`src/rtl/ha_array_seq_ctrl.sv`:
```
// Multi-cycle sequencer for the 8x8 ha_array PPG: registers operands, accumulates 2-row groups, returns product.
// Optional error-compensation bias is enabled by defining HA_ARRAY_BIAS_COMP_EN.
module ha_array_seq_ctrl #(
    parameter int          ACC_W      = 17,
    parameter int          EARLY_TERM = 1,
    parameter int unsigned BIAS       = 19
) (
    input  logic        clk,
    input  logic        rst_n,
    input  logic        in_valid,
    output logic        in_ready,
    input  logic [7:0]  in_x,
    input  logic [7:0]  in_y,
    output logic [7:0]  ppg_x,
    output logic [7:0]  ppg_y,
    input  logic [6:0]  ppg_b_0,
    input  logic [6:0]  ppg_b_1,
    input  logic [6:0]  ppg_b_2,
    input  logic [6:0]  ppg_b_3,
    input  logic [8:0]  ppg_t_0,
    input  logic [8:0]  ppg_t_1,
    input  logic [8:0]  ppg_t_2,
    input  logic [8:0]  ppg_t_3,
    output logic        out_valid,
    input  logic        out_ready,
    output logic [15:0] result,
    output logic        busy,
    output logic [1:0]  grp_idx
);

    typedef enum logic [1:0] {
        ST_IDLE = 2'd0,
        ST_ACC  = 2'd1,
        ST_DONE = 2'd2
    } state_t;

    state_t             state_r;
    logic [ACC_W-1:0]   acc_r;
    logic [7:0]         ppg_x_r;
    logic [7:0]         ppg_y_r;
    logic               in_ready_r;
    logic               out_valid_r;
    logic [15:0]        result_r;
    logic               busy_r;
    logic [1:0]         grp_idx_r;

    logic [6:0]         grp_b_s;
    logic [8:0]         grp_t_s;
    logic [9:0]         grp_val_s;
    logic [15:0]        shifted_s;
    logic [ACC_W-1:0]   acc_next_s;
    logic               upper_zero_s;
    logic               last_grp_s;
    logic [15:0]        res_s;
`ifdef HA_ARRAY_BIAS_COMP_EN
    logic [ACC_W:0]     biased_s;
`endif

    // Select the active group's rows and align the group value at offset 2*grp_idx.
    always_comb begin
        grp_b_s      = 7'd0;
        grp_t_s      = 9'd0;
        shifted_s    = 16'd0;
        upper_zero_s = 1'b1;
        case (grp_idx_r)
            2'd0: begin
                grp_b_s      = ppg_b_0;
                grp_t_s      = ppg_t_0;
                upper_zero_s = (ppg_x_r[7:2] == 6'd0);
            end
            2'd1: begin
                grp_b_s      = ppg_b_1;
                grp_t_s      = ppg_t_1;
                upper_zero_s = (ppg_x_r[7:4] == 4'd0);
            end
            2'd2: begin
                grp_b_s      = ppg_b_2;
                grp_t_s      = ppg_t_2;
                upper_zero_s = (ppg_x_r[7:6] == 2'd0);
            end
            default: begin
                grp_b_s      = ppg_b_3;
                grp_t_s      = ppg_t_3;
                upper_zero_s = 1'b1;
            end
        endcase
        grp_val_s = {1'b0, grp_t_s} + {1'b0, grp_b_s, 2'b00};
        case (grp_idx_r)
            2'd0:    shifted_s = {6'd0, grp_val_s};
            2'd1:    shifted_s = {4'd0, grp_val_s, 2'd0};
            2'd2:    shifted_s = {2'd0, grp_val_s, 4'd0};
            default: shifted_s = {grp_val_s, 6'd0};
        endcase
        acc_next_s = acc_r + ACC_W'(shifted_s);
        last_grp_s = (grp_idx_r == 2'd3) || ((EARLY_TERM != 0) && upper_zero_s);
    end

    // Saturated (and optionally bias-compensated) result captured on the ACC-to-DONE transition.
    always_comb begin
`ifdef HA_ARRAY_BIAS_COMP_EN
        biased_s = {1'b0, acc_next_s} + (ACC_W + 1)'(BIAS);
        if ((ppg_x_r == 8'd0) || (ppg_y_r == 8'd0)) begin
            res_s = 16'd0;
        end else if (|biased_s[ACC_W:16]) begin
            res_s = 16'hFFFF;
        end else begin
            res_s = biased_s[15:0];
        end
`else
        if (|acc_next_s[ACC_W-1:16]) begin
            res_s = 16'hFFFF;
        end else begin
            res_s = acc_next_s[15:0];
        end
`endif
    end

    // Transaction FSM with registered handshake, operand and status outputs.
    always_ff @(posedge clk or negedge rst_n) begin
        if (!rst_n) begin
            state_r     <= ST_IDLE;
            acc_r       <= '0;
            ppg_x_r     <= 8'd0;
            ppg_y_r     <= 8'd0;
            in_ready_r  <= 1'b1;
            out_valid_r <= 1'b0;
            result_r    <= 16'd0;
            busy_r      <= 1'b0;
            grp_idx_r   <= 2'd0;
        end else begin
            case (state_r)
                ST_IDLE: begin
                    if (in_valid && in_ready_r) begin
                        ppg_x_r    <= in_x;
                        ppg_y_r    <= in_y;
                        acc_r      <= '0;
                        grp_idx_r  <= 2'd0;
                        busy_r     <= 1'b1;
                        in_ready_r <= 1'b0;
                        state_r    <= ST_ACC;
                    end else begin
                        in_ready_r <= 1'b1;
                    end
                end
                ST_ACC: begin
                    acc_r <= acc_next_s;
                    if (last_grp_s) begin
                        result_r    <= res_s;
                        out_valid_r <= 1'b1;
                        grp_idx_r   <= 2'd0;
                        state_r     <= ST_DONE;
                    end else begin
                        grp_idx_r <= grp_idx_r + 2'd1;
                    end
                end
                ST_DONE: begin
                    if (out_ready) begin
                        out_valid_r <= 1'b0;
                        busy_r      <= 1'b0;
                        in_ready_r  <= 1'b1;
                        state_r     <= ST_IDLE;
                    end else begin
                        out_valid_r <= 1'b1;
                    end
                end
                default: begin
                    state_r     <= ST_IDLE;
                    in_ready_r  <= 1'b1;
                    out_valid_r <= 1'b0;
                    busy_r      <= 1'b0;
                    grp_idx_r   <= 2'd0;
                end
            endcase
        end
    end

    assign in_ready  = in_ready_r;
    assign out_valid = out_valid_r;
    assign result    = result_r;
    assign ppg_x     = ppg_x_r;
    assign ppg_y     = ppg_y_r;
    assign busy      = busy_r;
    assign grp_idx   = grp_idx_r;

endmodule

```
`config.mk`:
```
export PLATFORM = sky130hd
export DESIGN_NAME = ha_array_seq_ctrl
export DESIGN_NICKNAME = d
export VERILOG_FILES = /design/src/rtl/ha_array_seq_ctrl.sv
export SDC_FILE = /design/constraint.sdc
export NUM_CORES = 1
export LEC_CHECK = 0
export CORE_AREA = 2 2 73 127
export CTS_BUF_LIST = sky130_fd_sc_hd__clkbuf_16
export DETAILED_ROUTE_END_ITERATION = 6
export DIE_AREA = 0 0 75 129
export PLACE_DENSITY = 0.9
export SLEW_MARGIN = 5
export SYNTH_ARGS = -nofsm -noshare
export SYNTH_HDL_FRONTEND = slang
export SYNTH_SLANG_ARGS = --single-unit
```
`constraint.sdc`:
```
create_clock -name clk -period 5.5 [get_ports clk]
set_clock_uncertainty 0.1 [all_clocks]
set_input_delay 1.1 -clock clk [delete_from_list [all_inputs] [get_ports clk]]
set_output_delay 1.1 -clock clk [all_outputs]
set_load 0.01 [all_outputs]
```
==> impl_metrics.tcl, run 1 <==
set metrics [dict create \
    worstHoldStart "busy" \
    setup.worst_path.start "ppg_b_2[0]" \
    clkLatencyLatePin_ns 0.30 \
    report.final.hold_viol_count 0 \
    start_kind "primary input" \
    timing_worst_setup_path_type "primary input to flip-flop" \
    final-max-slew-violation-count 0 \
    routabilityCongestion 0.9222 \
    final-setup-viol-count 0 \
    achievable-frequency_mhz 192.3 \
    grt_first_pass_wirelength_mm 17.66 \
    post-dp-hpwl_mm 8.579 \
    dr.first_iter.drc_count 232 \
    cts_made_buffers 5 \
    holdCritPathClass "flip-flop to flip-flop" \
    gr-total-overflow 0 \
    synthArstFlopShare_pct 100.0 \
    drive_above_1_share_pct 9.872 \
    startpoint_of_the_most_critical_register_to_register_path "grp_idx[1]" \
    clkSlewWorstSetupHoldPaths_ns 0.07 \
    synth_nets 542 \
    floorplan.rows 45 \
    pwr_density_cell_nw_per_um2 675.5 \
    route.detailed.vias_per_inst 5.783 \
    finalHoldWorstSlack_ns 0.3893 \
    htree_levels 2 \
    synthCells 426 \
    max_cap_violations 0 \
    detailedPlace.worstSlack_ns -0.2058 \
    min_period_ns 5.201 \
    critPathRequiredTime_ns 5.58 \
    number_of_iterations_in_the_first_detailed_routing_pass 4 \
    drtAntennaViolNets 0 \
    cts_root_buffer "sky130_fd_sc_hd__clkbuf_16" \
    synth_seq_area_share_pct 34.72 \
    routed-via-count 3840 \
    synthesis.area_per_instance_um2 9.484 \
    layout_setup_ws_ns 0.2988 \
    grt_max_degree 57 \
    average_wire_length_per_cell_after_detail_routing_um 16.81 \
    placeableCoreArea_um2 8615 \
    die-height_um 129 \
    clock_tree_from_tritoncts "done" \
    outcome "finished, final reports clean" \
    grt_antenna_before_repair 0 \
    final_design_area_no_fill_um2 5558 \
    synthFlopType "sky130_fd_sc_hd__dfrtp_1" \
    track_usage_pct 23.11 \
    irDropWorstVdd_v 0.0003980 \
    max-clock-path-buffers 2 \
    yosys_warnings 0 \
    ys_types 60 \
    total_power_w 0.003754 \
    die_outline_area_um2 9675 \
    totalWireLength_mm 11.16 \
    min_period_over_period_pct 94.57 \
    fp.dieW_um 75 \
    synth_seq_cells 56 \
    finished_core_util_pct 64.52 \
    n_antenna_cell 0 \
    worst_setup_path_end_kind "flip-flop" \
    power.static_leakage_nw 2.453 \
    max_slew.worst_pin.slew_ns 0.8673 \
    post-route-drc-count 0 \
    synth-edff-count 0 \
    portBuffers 120 \
    timing.max_slew.rel_slack_pct 42.02 \
    timing.critical_path.fanout_max 14 \
    netlist_area_um2 4040 \
    worst_ep_arrival_time_ns 5.28 \
    rsz_0062_raised_after_global_routing "no" \
    flow.area_growth_from_synthesis_pct 37.57 \
    fin_nets 662 \
    number_of_sinks_driven_by_the_clock_tree 56 \
    floorplan.initialDensity_pct 46.90 \
    io-pin-count 121 \
    first_global_vias 3970 \
    place_area_um2 5408 \
]
-- Yosys cell counts, types with 6 or more instances --
| library cell | n | area, um^2 |
|---|---|---|
| sky130_fd_sc_hd__nor2_1 | 23 | 86.33 |
| sky130_fd_sc_hd__xnor2_1 | 9 | 78.83 |
| sky130_fd_sc_hd__a222oi_1 | 13 | 130.1 |
| sky130_fd_sc_hd__inv_1 | 28 | 105.1 |
| sky130_fd_sc_hd__mux2_2 | 17 | 191.4 |
| sky130_fd_sc_hd__nand2_1 | 34 | 127.6 |
| sky130_fd_sc_hd__clkbuf_1 | 17 | 63.81 |
| sky130_fd_sc_hd__nor3_1 | 9 | 45.04 |
| sky130_fd_sc_hd__o22a_1 | 14 | 122.6 |
| sky130_fd_sc_hd__a22oi_1 | 8 | 60.06 |
| sky130_fd_sc_hd__a22o_1 | 16 | 140.1 |
| sky130_fd_sc_hd__dfrtp_1 | 55 | 1376 |
| sky130_fd_sc_hd__a21o_1 | 7 | 52.55 |
| sky130_fd_sc_hd__o21ai_0 | 14 | 70.07 |
| sky130_fd_sc_hd__nor2b_1 | 6 | 37.54 |
| sky130_fd_sc_hd__a21oi_1 | 20 | 100.1 |
| sky130_fd_sc_hd__ha_1 | 30 | 375.4 |
| sky130_fd_sc_hd__mux2i_1 | 14 | 140.1 |
| sky130_fd_sc_hd__nand2b_1 | 9 | 56.30 |
-- metrics by stage --
stage,TNS (ns),instances
detailed placement,-2.803,656
floorplan,0,426
CTS,0,664
global placement,0,656
finish,0,664
global route,0,664
-- cells by family after synthesis --
| group | count (synthesis) | synth area share [%] |
|---|---|---|
| xor gates and xnor gates | 13 | 2.818 |
| DFF | 56 | 34.72 |
| buffers and inverters | 52 | 5.141 |
| adders and majority gates | 32 | 10.28 |
| and+or+nand+nor | 106 | 12.60 |
| AOI/OAI and AO/OA | 135 | 25.86 |
| muxes | 32 | 8.578 |
-- critical path: stages --
cell and delay [ns]:
sky130_fd_sc_hd__clkdlybuf4s50_1 0.40, sky130_fd_sc_hd__a222oi_1 0.32, sky130_fd_sc_hd__mux2i_1 0.14, sky130_fd_sc_hd__ha_1 0.23
sky130_fd_sc_hd__inv_1 0.07, sky130_fd_sc_hd__fa_1 0.19, sky130_fd_sc_hd__nand2b_1 0.11, sky130_fd_sc_hd__a21boi_0 0.10
sky130_fd_sc_hd__o21a_1 0.20, sky130_fd_sc_hd__o311ai_1 0.47, sky130_fd_sc_hd__a22oi_1 0.12, sky130_fd_sc_hd__o21ai_0 0.24
sky130_fd_sc_hd__ha_2 0.27, sky130_fd_sc_hd__nand2_1 0.07, sky130_fd_sc_hd__o21ba_2 0.20, sky130_fd_sc_hd__and2_1 0.17
sky130_fd_sc_hd__a21boi_2 0.26, sky130_fd_sc_hd__mux2_4 0.42, sky130_fd_sc_hd__o22a_1 0.22
-- cell type report --
class	instances	area, um^2
timing repair buffer	137	1324
multi-input combinational	318	2435
clock inverter	3	20.02
sequential	56	1403
inverter	28	105.1
tap	117	146.4
fill	710	3057
clock buffer	5	125.1
-- layout by cell type (no fill, tap or decap), drive strengths merged, types with 6 or more instances in the layout --
master	count
clkdlybuf4s50	119
dfrtp	55
nand2	34
ha	30
inv	29
nor2	23
a21oi	20
mux2	18
buf	18
a22o	16
o21ai	15
mux2i	14
o22a	14
a222oi	13
nor3	9
xnor2	9
nand2b	9
a22oi	8
a21o	7
a211oi	7
nor2b	6
and2	6
a21boi	6
-- per-layer routing --
layer  wire [um]  track usage, %
met1        4224           25.01
met2        5864           42.47
met3         707           3.524
met4         364           10.40
met5           0               0
-- sequential cells by signal (all words and copies together), names as in the netlist --
register   cells
state_r        2
in_ready       1
grp_idx        2
out_valid      1
ppg_y          8
busy           1
result        16
ppg_x          8
acc_r         17
-- power breakdown --
part | switching (W) | internal [W] | total, W
clock network | 0.000149 | 0.000168 | 0.000317
registers | 0.000121 | 0.000603 | 0.000724
logic | 0.00145 | 0.00126 | 0.00271
-- path summary, 6_finish.rpt --
check / endpoint / slack (ns) / depth (start not counted)
max: result[4] / 0.30 / 19
min: busy / 0.39 / 1
max reg2reg: result[4] / 0.43 / 20
min reg2reg: busy / 0.39 / 1
max in group asynchronous: acc_r[11] / 3.98 / 2
min in group asynchronous: ppg_x[4] / 0.83 / 2
-- what timing repair did --
item                       in CTS  in global routing
gates resized for setup         0                  5
hold buffers                    0                  0
setup buffers                   0                  0
setup endpoints to repair       0                 17
No activity file was read; power rests on OpenSTA's default activity.
==> run 2, diff against run 1 <==
Settings changed: PLACE_DENSITY 0.9 to 0.78.
==> run 2 against run 1 <==
Compared with the run above: flip-flop and latch count stayed put; sequential power is 0.6% lower; register-to-register slack worse by 0.06 ns; first-iteration DRC count is 18% lower; via count is 1.8% lower; largest cell class unchanged; final cell count is 0.30% higher; non-clock buffer count is 2 higher; clock-buffer cell count stayed put; combinational power hardly changed; wire length is 2.2% lower.
==> impl_metrics.tcl, run 2 (synthesis results as in run 1) <==
set metrics [dict create \
    average_wire_length_per_cell_after_detail_routing_um 16.39 \
    floorplan.initialDensity_pct 46.90 \
    floorplan.rows 45 \
    finalHoldWorstSlack_ns 0.3920 \
    routabilityCongestion 0.9402 \
    drtAntennaViolNets 0 \
    pwr_density_cell_nw_per_um2 668.2 \
    drive_above_1_share_pct 9.654 \
    post_cts_buffers 0 \
    first_global_vias 4041 \
    grt_max_degree 57 \
    worst_setup_path_end_kind "flip-flop" \
    die-height_um 129 \
    timing.hold.worst_path_depth 1 \
    crit_path_frequent_cell "sky130_fd_sc_hd__ha_1" \
    cp_slowest_cell "sky130_fd_sc_hd__clkdlybuf4s50_1" \
    rr_endpoint "result[10]" \
    achievable-frequency_mhz 192.1 \
    n_antenna_cell 0 \
    fp.dieW_um 75 \
    htree_levels 2 \
    outcome "finished, final reports clean" \
    clkLatencyLatePin_ns 0.30 \
    rsz_0062_raised_after_global_routing "no" \
    largest_register_ff_count 17 \
    critPathRequiredTime_ns 5.58 \
    total_power_w 0.003717 \
    grt_first_pass_wirelength_mm 18.02 \
    power.static_leakage_nw 2.464 \
    placeableCoreArea_um2 8615 \
    crit_path_max_incr_delay_ns 0.46 \
    post_cts_hold_buffer_count 0 \
    worstPathCellList "clkdlybuf4s50_1 > a222oi_1 > mux2i_1 > ha_1 > inv_1 > fa_1 > nand2b_1 > a21boi_0 > o21a_1 > nor2_1 > buf_4 > a221oi_1 > a21oi_1 > ha_1 > and3_1 > o2111ai_2 > a21boi_2 > mux2_4 > o22a_1" \
    layout_commonest_cell "sky130_fd_sc_hd__clkdlybuf4s50_1" \
    layout_common_cells "sky130_fd_sc_hd__clkdlybuf4s50_1 (119), sky130_fd_sc_hd__dfrtp_1 (55), sky130_fd_sc_hd__nand2_1 (34), sky130_fd_sc_hd__ha_1 (30), sky130_fd_sc_hd__inv_1 (29)" \
    io-pin-count 121 \
    start_kind "primary input" \
    clkSlewWorstSetupHoldPaths_ns 0.07 \
    flow.area_growth_from_synthesis_pct 37.69 \
    cts_made_buffers 5 \
    min_period_over_period_pct 94.63 \
    post-route-drc-count 0 \
    track_usage_pct 23.63 \
    portBuffers 120 \
    stdcell_count 666 \
    final-max-slew-violation-count 0 \
    max_cap_violations 0 \
    report.final.hold_viol_count 0 \
    setup.reg_to_reg.worst_slack_ns 0.37 \
    fillCellCount 726 \
    route.detailed.vias_per_inst 5.659 \
    max-clock-path-buffers 2 \
    regMostFlops "acc_r" \
    number_of_iterations_in_the_first_detailed_routing_pass 4 \
    post-dp-hpwl_mm 8.682 \
    fin_nets 664 \
    holdCritPathClass "flip-flop to flip-flop" \
    timing_worst_setup_path_type "primary input to flip-flop" \
    grt_antenna_before_repair 0 \
    cts_repair_resize_count 0 \
    number_of_sinks_driven_by_the_clock_tree 56 \
    totalWireLength_mm 10.92 \
    dr.first_iter.drc_count 190 \
    placed_cells_incl_taps 658 \
    timing.critical_path.fanout_max 14 \
    timing.max_slew.rel_slack_pct 43.84 \
    final_design_area_no_fill_um2 5563 \
    routed-via-count 3769 \
    irDropWorstVdd_v 0.0004327 \
    die_outline_area_um2 9675 \
    min_delay_worst_endpoint "busy" \
    max_slew.worst_pin.slew_ns 0.8400 \
    clock_tree_from_tritoncts "done" \
    startpoint_of_the_most_critical_register_to_register_path "grp_idx[0]" \
    place_area_um2 5423 \
    setup-tns-final_ns 0 \
    worstRegToRegCells 21 \
    worst_ep_arrival_time_ns 5.28 \
    min_period_ns 5.205 \
    cts_root_buffer "sky130_fd_sc_hd__clkbuf_16" \
    final-setup-viol-count 0 \
    worstHoldStart "busy" \
    gr-total-overflow 0 \
]
run 2: layout make-up:
cell class | count | area, um^2 | area share [%]
inverter | 28 | 105.1 | 1.889
sequential | 56 | 1403 | 25.21
clock buffer | 5 | 125.1 | 2.249
tap | 117 | 146.4 | 2.632
clock inverter | 3 | 15.01 | 0.2699
multi-input combinational | 318 | 2430 | 43.68
timing repair buffer | 139 | 1339 | 24.07
run 2: worst max-delay path by stage:
stage          startpoint          to  slack, ns
2_1_floorplan  grp_idx[0]   result[7]       0.42
3_3_place_gp   ppg_b_0[1]  result[11]      0.009
3_5_place_dp   ppg_b_2[0]   acc_r[15]      -0.13
4_1_cts        ppg_b_2[0]  result[10]       0.12
5_1_grt        ppg_b_2[0]   result[4]       0.03
6_report       ppg_t_1[2]  result[10]       0.30
run 2: worst max-delay path, delay by kind of cell:
kind                       cells  cell delay, ns
AOI/OAI and AO/OA              8            1.54
adders and majority gates      3            0.94
buffers and inverters          3            0.65
muxes                          2            0.61
and+or+nand+nor                3            0.44
run 2: stage by stage:
stage	worst slack (ns)	utilization, %
after floorplan	0.4219	-
after global placement	0.008844	62.95
after detailed placement	-0.1318	62.95
final	0.2954	64.58
after global routing	0.03349	64.58
after CTS	0.1209	64.58
run 2: power breakdown:
| group | switching, W | internal, W | leakage (nW) |
|---|---|---|---|
| sequential | 0.000117 | 0.000603 | 0.685 |
| clock | 0.000144 | 0.000166 | 0.0687 |
| combinational | 0.00142 | 0.00127 | 1.71 |
run 2: layer usage:
metal,routed length (um),GRT usage [%]
met3,622,3.994
met4,181,7.353
met5,0,0
met1,4094,25.40
met2,6017,44.94
